===== src/rtl/mem_access_pkg.sv =====
// Shared encodings and helpers for the load/store unit.
package mem_access_pkg;
    localparam logic [1:0] SZ_B = 2'b00;
    localparam logic [1:0] SZ_H = 2'b01;
    localparam logic [1:0] SZ_W = 2'b10;
    localparam logic [1:0] SZ_D = 2'b11;

    typedef enum logic [2:0] {
        ST_IDLE,
        ST_MEM_REQ,
        ST_RD_WAIT,
        ST_RMW_WR,
        ST_RESP
    } state_e;

    function automatic logic [7:0] size_mask(input logic [1:0] sz);
        case (sz)
            SZ_B:    size_mask = 8'h01;
            SZ_H:    size_mask = 8'h03;
            SZ_W:    size_mask = 8'h0F;
            default: size_mask = 8'hFF;
        endcase
    endfunction

    function automatic logic misaligned(input logic [1:0] sz, input logic [2:0] off);
        case (sz)
            SZ_H:    misaligned = off[0];
            SZ_W:    misaligned = |off[1:0];
            SZ_D:    misaligned = |off;
            default: misaligned = 1'b0;
        endcase
    endfunction
endpackage


===== src/rtl/mem_access_lane_align.sv =====
// Byte-lane datapath: load extract/extend and store positioning/merge.
module lane_align
    import mem_access_pkg::*;
#(
    parameter  int DATA_W = 32,
    localparam int NB     = DATA_W / 8,
    localparam int OFF_W  = $clog2(NB)
) (
    input  logic [1:0]        size_i,
    input  logic              zext_i,
    input  logic [OFF_W-1:0]  off_i,
    input  logic [DATA_W-1:0] rdata_i,
    input  logic [DATA_W-1:0] wdata_i,
    output logic [DATA_W-1:0] ld_data_o,
    output logic [NB-1:0]     st_be_o,
    output logic [DATA_W-1:0] st_data_o,
    output logic [DATA_W-1:0] merged_o
);
    logic [DATA_W-1:0]        shifted, up, zx, sx, wmask, lane_mask;
    logic signed [DATA_W-1:0] up_s;
    logic [NB-1:0]            size_nb;
    logic [6:0]               lsh;

    // Park the lane at the top, then shift back down to get either extension.
    always_comb begin
        case (size_i)
            SZ_B:    lsh = 7'(DATA_W - 8);
            SZ_H:    lsh = 7'(DATA_W - 16);
            SZ_W:    lsh = 7'(DATA_W - 32);
            default: lsh = 7'd0;
        endcase
    end

    assign shifted   = rdata_i >> {off_i, 3'b000};
    assign up        = shifted << lsh;
    assign up_s      = up;
    assign sx        = up_s >>> lsh;
    assign zx        = up >> lsh;
    assign ld_data_o = zext_i ? zx : sx;

    assign size_nb = NB'(size_mask(size_i));
    assign st_be_o = size_nb << off_i;

    for (genvar i = 0; i < NB; i++) begin : g_mask
        assign wmask[i*8 +: 8]     = {8{size_nb[i]}};
        assign lane_mask[i*8 +: 8] = {8{st_be_o[i]}};
    end

    assign st_data_o = (wdata_i & wmask) << {off_i, 3'b000};
    assign merged_o  = (rdata_i & ~lane_mask) | st_data_o;
endmodule


===== src/rtl/mem_access_unit.sv =====
// Load/store unit: request handshake, fault screening and memory port sequencing.
module mem_access_unit
    import mem_access_pkg::*;
#(
    parameter  int DATA_W      = 32,
    parameter  int ADDR_W      = 32,
    parameter  bit USE_BYTE_EN = 1'b1,
    localparam int NB          = DATA_W / 8,
    localparam int OFF_W       = $clog2(NB)
) (
    input  logic              clk_i,
    input  logic              rst_i,
    input  logic              req_valid_i,
    output logic              req_ready_o,
    input  logic              req_we_i,
    input  logic [2:0]        req_funct3_i,
    input  logic [ADDR_W-1:0] req_addr_i,
    input  logic [DATA_W-1:0] req_wdata_i,
    output logic              resp_valid_o,
    input  logic              resp_ready_i,
    output logic [DATA_W-1:0] resp_rdata_o,
    output logic              resp_fault_o,
    output logic              mem_req_o,
    input  logic              mem_gnt_i,
    output logic              mem_we_o,
    output logic [ADDR_W-1:0] mem_addr_o,
    output logic [NB-1:0]     mem_be_o,
    output logic [DATA_W-1:0] mem_wdata_o,
    input  logic              mem_rvalid_i,
    input  logic [DATA_W-1:0] mem_rdata_i
);
    localparam logic [1:0] FULL_SZ = (DATA_W == 64) ? SZ_D : SZ_W;

    state_e            state_q, state_d;
    logic              we_q, zext_q, fault_q;
    logic [1:0]        size_q, req_size;
    logic [ADDR_W-1:0] addr_q;
    logic [DATA_W-1:0] wdata_q, rdata_q, merged_q;
    logic [DATA_W-1:0] ld_data, st_data, merged;
    logic [NB-1:0]     st_be;
    logic              accept, illegal, fault_acc, direct_wr;

    assign req_size  = req_funct3_i[1:0];
    assign accept    = req_valid_i && req_ready_o;
    assign illegal   = (req_size == SZ_D && DATA_W == 32)
                    || (!req_we_i && req_funct3_i == 3'b111)
                    || (req_we_i && req_funct3_i[2]);
    assign fault_acc = illegal || misaligned(req_size, 3'(req_addr_i[OFF_W-1:0]));
    // Sub-word stores without byte enables must read the word first.
    assign direct_wr = we_q && (USE_BYTE_EN || size_q == FULL_SZ);

    lane_align #(.DATA_W(DATA_W)) u_align (
        .size_i   (size_q),
        .zext_i   (zext_q),
        .off_i    (addr_q[OFF_W-1:0]),
        .rdata_i  (mem_rdata_i),
        .wdata_i  (wdata_q),
        .ld_data_o(ld_data),
        .st_be_o  (st_be),
        .st_data_o(st_data),
        .merged_o (merged)
    );

    assign req_ready_o  = (state_q == ST_IDLE);
    assign resp_valid_o = (state_q == ST_RESP);
    assign resp_rdata_o = rdata_q;
    assign resp_fault_o = fault_q;
    assign mem_req_o    = (state_q == ST_MEM_REQ) || (state_q == ST_RMW_WR);
    assign mem_addr_o   = addr_q & ~ADDR_W'(NB - 1);

    always_comb begin
        mem_we_o    = 1'b0;
        mem_be_o    = '0;
        mem_wdata_o = '0;
        if (state_q == ST_MEM_REQ && direct_wr) begin
            mem_we_o    = 1'b1;
            mem_be_o    = st_be;
            mem_wdata_o = st_data;
        end else if (state_q == ST_RMW_WR) begin
            mem_we_o    = 1'b1;
            mem_be_o    = '1;
            mem_wdata_o = merged_q;
        end
    end

    always_comb begin
        state_d = state_q;
        case (state_q)
            ST_IDLE:    if (req_valid_i)  state_d = fault_acc ? ST_RESP : ST_MEM_REQ;
            ST_MEM_REQ: if (mem_gnt_i)    state_d = direct_wr ? ST_RESP : ST_RD_WAIT;
            ST_RD_WAIT: if (mem_rvalid_i) state_d = we_q ? ST_RMW_WR : ST_RESP;
            ST_RMW_WR:  if (mem_gnt_i)    state_d = ST_RESP;
            ST_RESP:    if (resp_ready_i) state_d = ST_IDLE;
            default:                      state_d = ST_IDLE;
        endcase
    end

    always_ff @(posedge clk_i) begin
        if (rst_i) begin
            state_q  <= ST_IDLE;
            we_q     <= 1'b0;
            zext_q   <= 1'b0;
            fault_q  <= 1'b0;
            size_q   <= '0;
            addr_q   <= '0;
            wdata_q  <= '0;
            rdata_q  <= '0;
            merged_q <= '0;
        end else begin
            state_q <= state_d;
            if (accept) begin
                we_q    <= req_we_i;
                zext_q  <= req_funct3_i[2];
                size_q  <= req_size;
                addr_q  <= req_addr_i;
                wdata_q <= req_wdata_i;
                rdata_q <= '0;
                fault_q <= fault_acc;
            end
            if (state_q == ST_RD_WAIT && mem_rvalid_i) begin
                if (we_q) merged_q <= merged;
                else      rdata_q  <= ld_data;
            end
        end
    end
endmodule


===== config.mk =====
export PLATFORM = sky130hd
export DESIGN_NAME = mem_access_unit
export DESIGN_NICKNAME = d
export VERILOG_FILES = /design/src/rtl/mem_access_pkg.sv /design/src/rtl/mem_access_lane_align.sv /design/src/rtl/mem_access_unit.sv
export SDC_FILE = /design/constraint.sdc
export NUM_CORES = 1
export LEC_CHECK = 0
export BUFFER_PORTS_ARGS = -buffer_cell sky130_fd_sc_hd__buf_2
export CORE_MARGIN = 2
export CORE_UTILIZATION = 46
export DETAILED_ROUTE_END_ITERATION = 6
export PLACE_DENSITY = 0.73
export SLEW_MARGIN = 20
export SYNTH_ARGS = -nofsm -noshare
export SYNTH_HDL_FRONTEND = slang
export SYNTH_SLANG_ARGS = --single-unit

===== constraint.sdc =====
create_clock -name clk_i -period 3.2 [get_ports clk_i]
set_clock_uncertainty 0.05 [all_clocks]
set_input_delay 0.16 -clock clk_i [delete_from_list [all_inputs] [get_ports clk_i]]
set_output_delay 0.16 -clock clk_i [all_outputs]
set_load 0.01 [all_outputs]

==> impl_metrics.tcl <==
set metrics [dict create \
    status "finished clean" \
    grt_pass1_wl_mm 36.26 \
    clk_pin_slew_worst_paths_ns 0.07 \
    p_leak_nw 3.731 \
    num_rows 44 \
    final_hold_viol_count 0 \
    numCtsBuffers 17 \
    place_congestion 0.9867 \
    vias_per_cell 5.726 \
    setup_violations 0 \
    area_growth_pct 30.75 \
    peakVddDrop_mv 0.3354 \
    io_pins 211 \
    path_cells "buf_4 -> nor2_2 -> nor2_2 -> o21ai_0 -> buf_2" \
    die_h_um 125.9 \
    cp_num_buf_inv 2 \
    antenna_found_initial 0 \
    first_global_vias 6758 \
    cts_sinks 136 \
    crit_path_end_kind "output pin" \
    final_area_um2 8939 \
    place_hpwl_mm 15.95 \
    final_util_pct 61.50 \
    cp_top_family "flip-flops" \
    arrival_ns 2.65 \
    grt_usage_pct 28.70 \
    overflow 0 \
    grt_max_degree 68 \
    max_freq_ghz 0.3496 \
    portBuffers 208 \
    relSlewSlack_pct 43.50 \
    initial_core_util_pct 47.04 \
    critPathMaxFanout 39 \
    ys_ff_latch 136 \
    hold_slack_ns 0.01578 \
    place_area_um2 7640 \
    period_share_pct 89.39 \
    drc_errors 0 \
    max_stage_delay_ns 0.71 \
    hold_class "in -> reg" \
    tritoncts "built" \
    worst_path_max_delay_cell "dfxtp_2" \
    wl_per_cell_um 18.54 \
    synth.most_common_cell "nand2_1" \
    synth_edf_count 0 \
    rsz0062_at_grt "false" \
    cts-root-buf "clkbuf_16" \
    wl_mm 23.49 \
    maxCapViolations 0 \
    layout-drive-gt1-share_pct 26.96 \
    final.setup.tns_ns 0 \
    crit_top_cell "nor2_2" \
    num_vias 7255 \
    syn_avg_cell_area_um2 7.885 \
    async_flop_share_pct 0 \
    seq_area_frac_synth_pct 39.82 \
    insertion_delay_ns 0.42 \
    drt_iter0_markers 664 \
    core_um2 14530 \
    synth_area_um2 6837 \
    layout.nets 1176 \
    netlist.area_leader.share_pct 39.82 \
    placed_cells 1165 \
    antenna_cells 0 \
    fillers 1314 \
    post_cts_buffers 0 \
    ys_top_cells_by_area "dfxtp_1 (40%), nand2_1 (10%), a21oi_1 (9.3%)" \
    path_class "reg -> out" \
    slew_violations 0 \
    yosysWarnings 0 \
    worst_pin_slew_ns 0.8443 \
    die_area_um2 15850 \
    period_minus_slack_ns 2.860 \
    yosysTopAreaCell "dfxtp_1" \
    p_per_area_nw_per_um2 518.0 \
    dr.pass1.iters 6 \
    ctsLongestPathBuffers 2 \
    htreeDepth 4 \
    ant_nets 0 \
    synthFlopType "dfxtp_1" \
    critPathRequiredTime_ns 2.99 \
    synthTopCellsByCount "nand2_1 (188), dfxtp_1 (136), a21oi_1 (127)" \
    die_w_um 125.9 \
    synth_cell_type_count 47 \
    cp-start-kind "flop" \
    syn_inst 867 \
    fin_cells 1267 \
]
[worst register-to-register path, stage by stage (launching register included)]
cell	delay [ns]
dfxtp_2	0.71
buf_4	0.50
nor2_2	0.21
nor2_2	0.43
a21oi_1	0.13
a211oi_1	0.25
[power breakdown]
| part | switching [mW] | internal (mW) |
|---|---|---|
| Clock | 0.789 | 1.20 |
| Sequential | 0.0951 | 1.78 |
| Combinational | 0.466 | 0.306 |
[final timing paths]
check	from	slack [ns]	cells past startpoint	end
max reg2reg	addr_q[0]$_SDFFE_PP0P_	0.83	5	merged_q[19]$_SDFFE_PP0P_
max	addr_q[0]$_SDFFE_PP0P_	0.34	5	mem_be_o[2]
min	mem_rdata_i[24]	0.02	3	resp_rdata_o[24]$_SDFF_PP0_
min reg2reg	addr_q[6]$_SDFFE_PP0P_	0.40	2	addr_q[6]$_SDFFE_PP0P_
[timing repair]
action                    in CTS  in global routing
resized for setup              0                  0
hold buffers                  70                  0
hold endpoints to repair      70                  0
[cells by family after synthesis]
kind of cell / count (synthesis) / share of synthesized area (%)
and+or+nand+nor: 312 / 19.58
AOI/OAI and AO/OA: 281 / 27.51
DFF: 136 / 39.82
buffers and inverters: 111 / 8.876
muxes: 26 / 4.154
other: 1 / 0.05485
[placed cells by master, fill, tap and decap left out, types with 3 or more instances in the layout]
cell type        n
clkinvlp_4       5
a221o_1          8
a211oi_2        11
buf_4           14
a211oi_1        35
mux2i_1         16
a22oi_1          9
a311oi_1         8
nor2b_1         21
buf_2          207
dlygate4sd3_1   70
nand2_1        187
o21ai_0         22
clkbuf_16       17
o31ai_1          8
a211o_1          5
and3_1          10
a22o_1          24
inv_6            3
nor3_1           8
a21oi_1        127
o22ai_1          8
nor2_1          65
a32oi_1          8
mux2_2           9
dfxtp_1        134
[metrics by stage]
| stage | setup slack [ns] | total power, mW |
|---|---|---|
| floorplan | 1.475 | 2.371 |
| global placement | 0.9022 | 2.584 |
| detailed placement | 0.8928 | 2.589 |
| CTS | 0.4319 | 4.626 |
| global route | 0.2267 | 4.801 |
| finish | 0.3397 | 4.631 |
[layer usage]
layer,GRT usage [%],routed length [µm],vias to the layer above
li1,-,-,3422
met4,11.38,758,0
met5,0,0,-
met1,38.03,9888,3368
met3,6.712,2313,56
met2,45.41,10530,409
[sequential cells by signal, summed over array words and instances, names as in the netlist]
name	count
direct_wr	1
merged_q	32
addr_q	32
size_q	2
resp_rdata_o	32
wdata_q	32
zext_q	1
state_q	3
resp_fault_o	1
[area by class of cell]
type | instances | area [µm²] | area share, %
multi-input combinational | 621 | 3516 | 39.33
tap | 184 | 230.2 | 2.576
clock inverter | 12 | 141.4 | 1.582
clock buffer | 20 | 456.7 | 5.109
sequential | 136 | 2725 | 30.49
inverter | 2 | 7.507 | 0.08399
timing repair buffer | 292 | 1862 | 20.83
No activity file was read; power rests on OpenSTA's default activity.
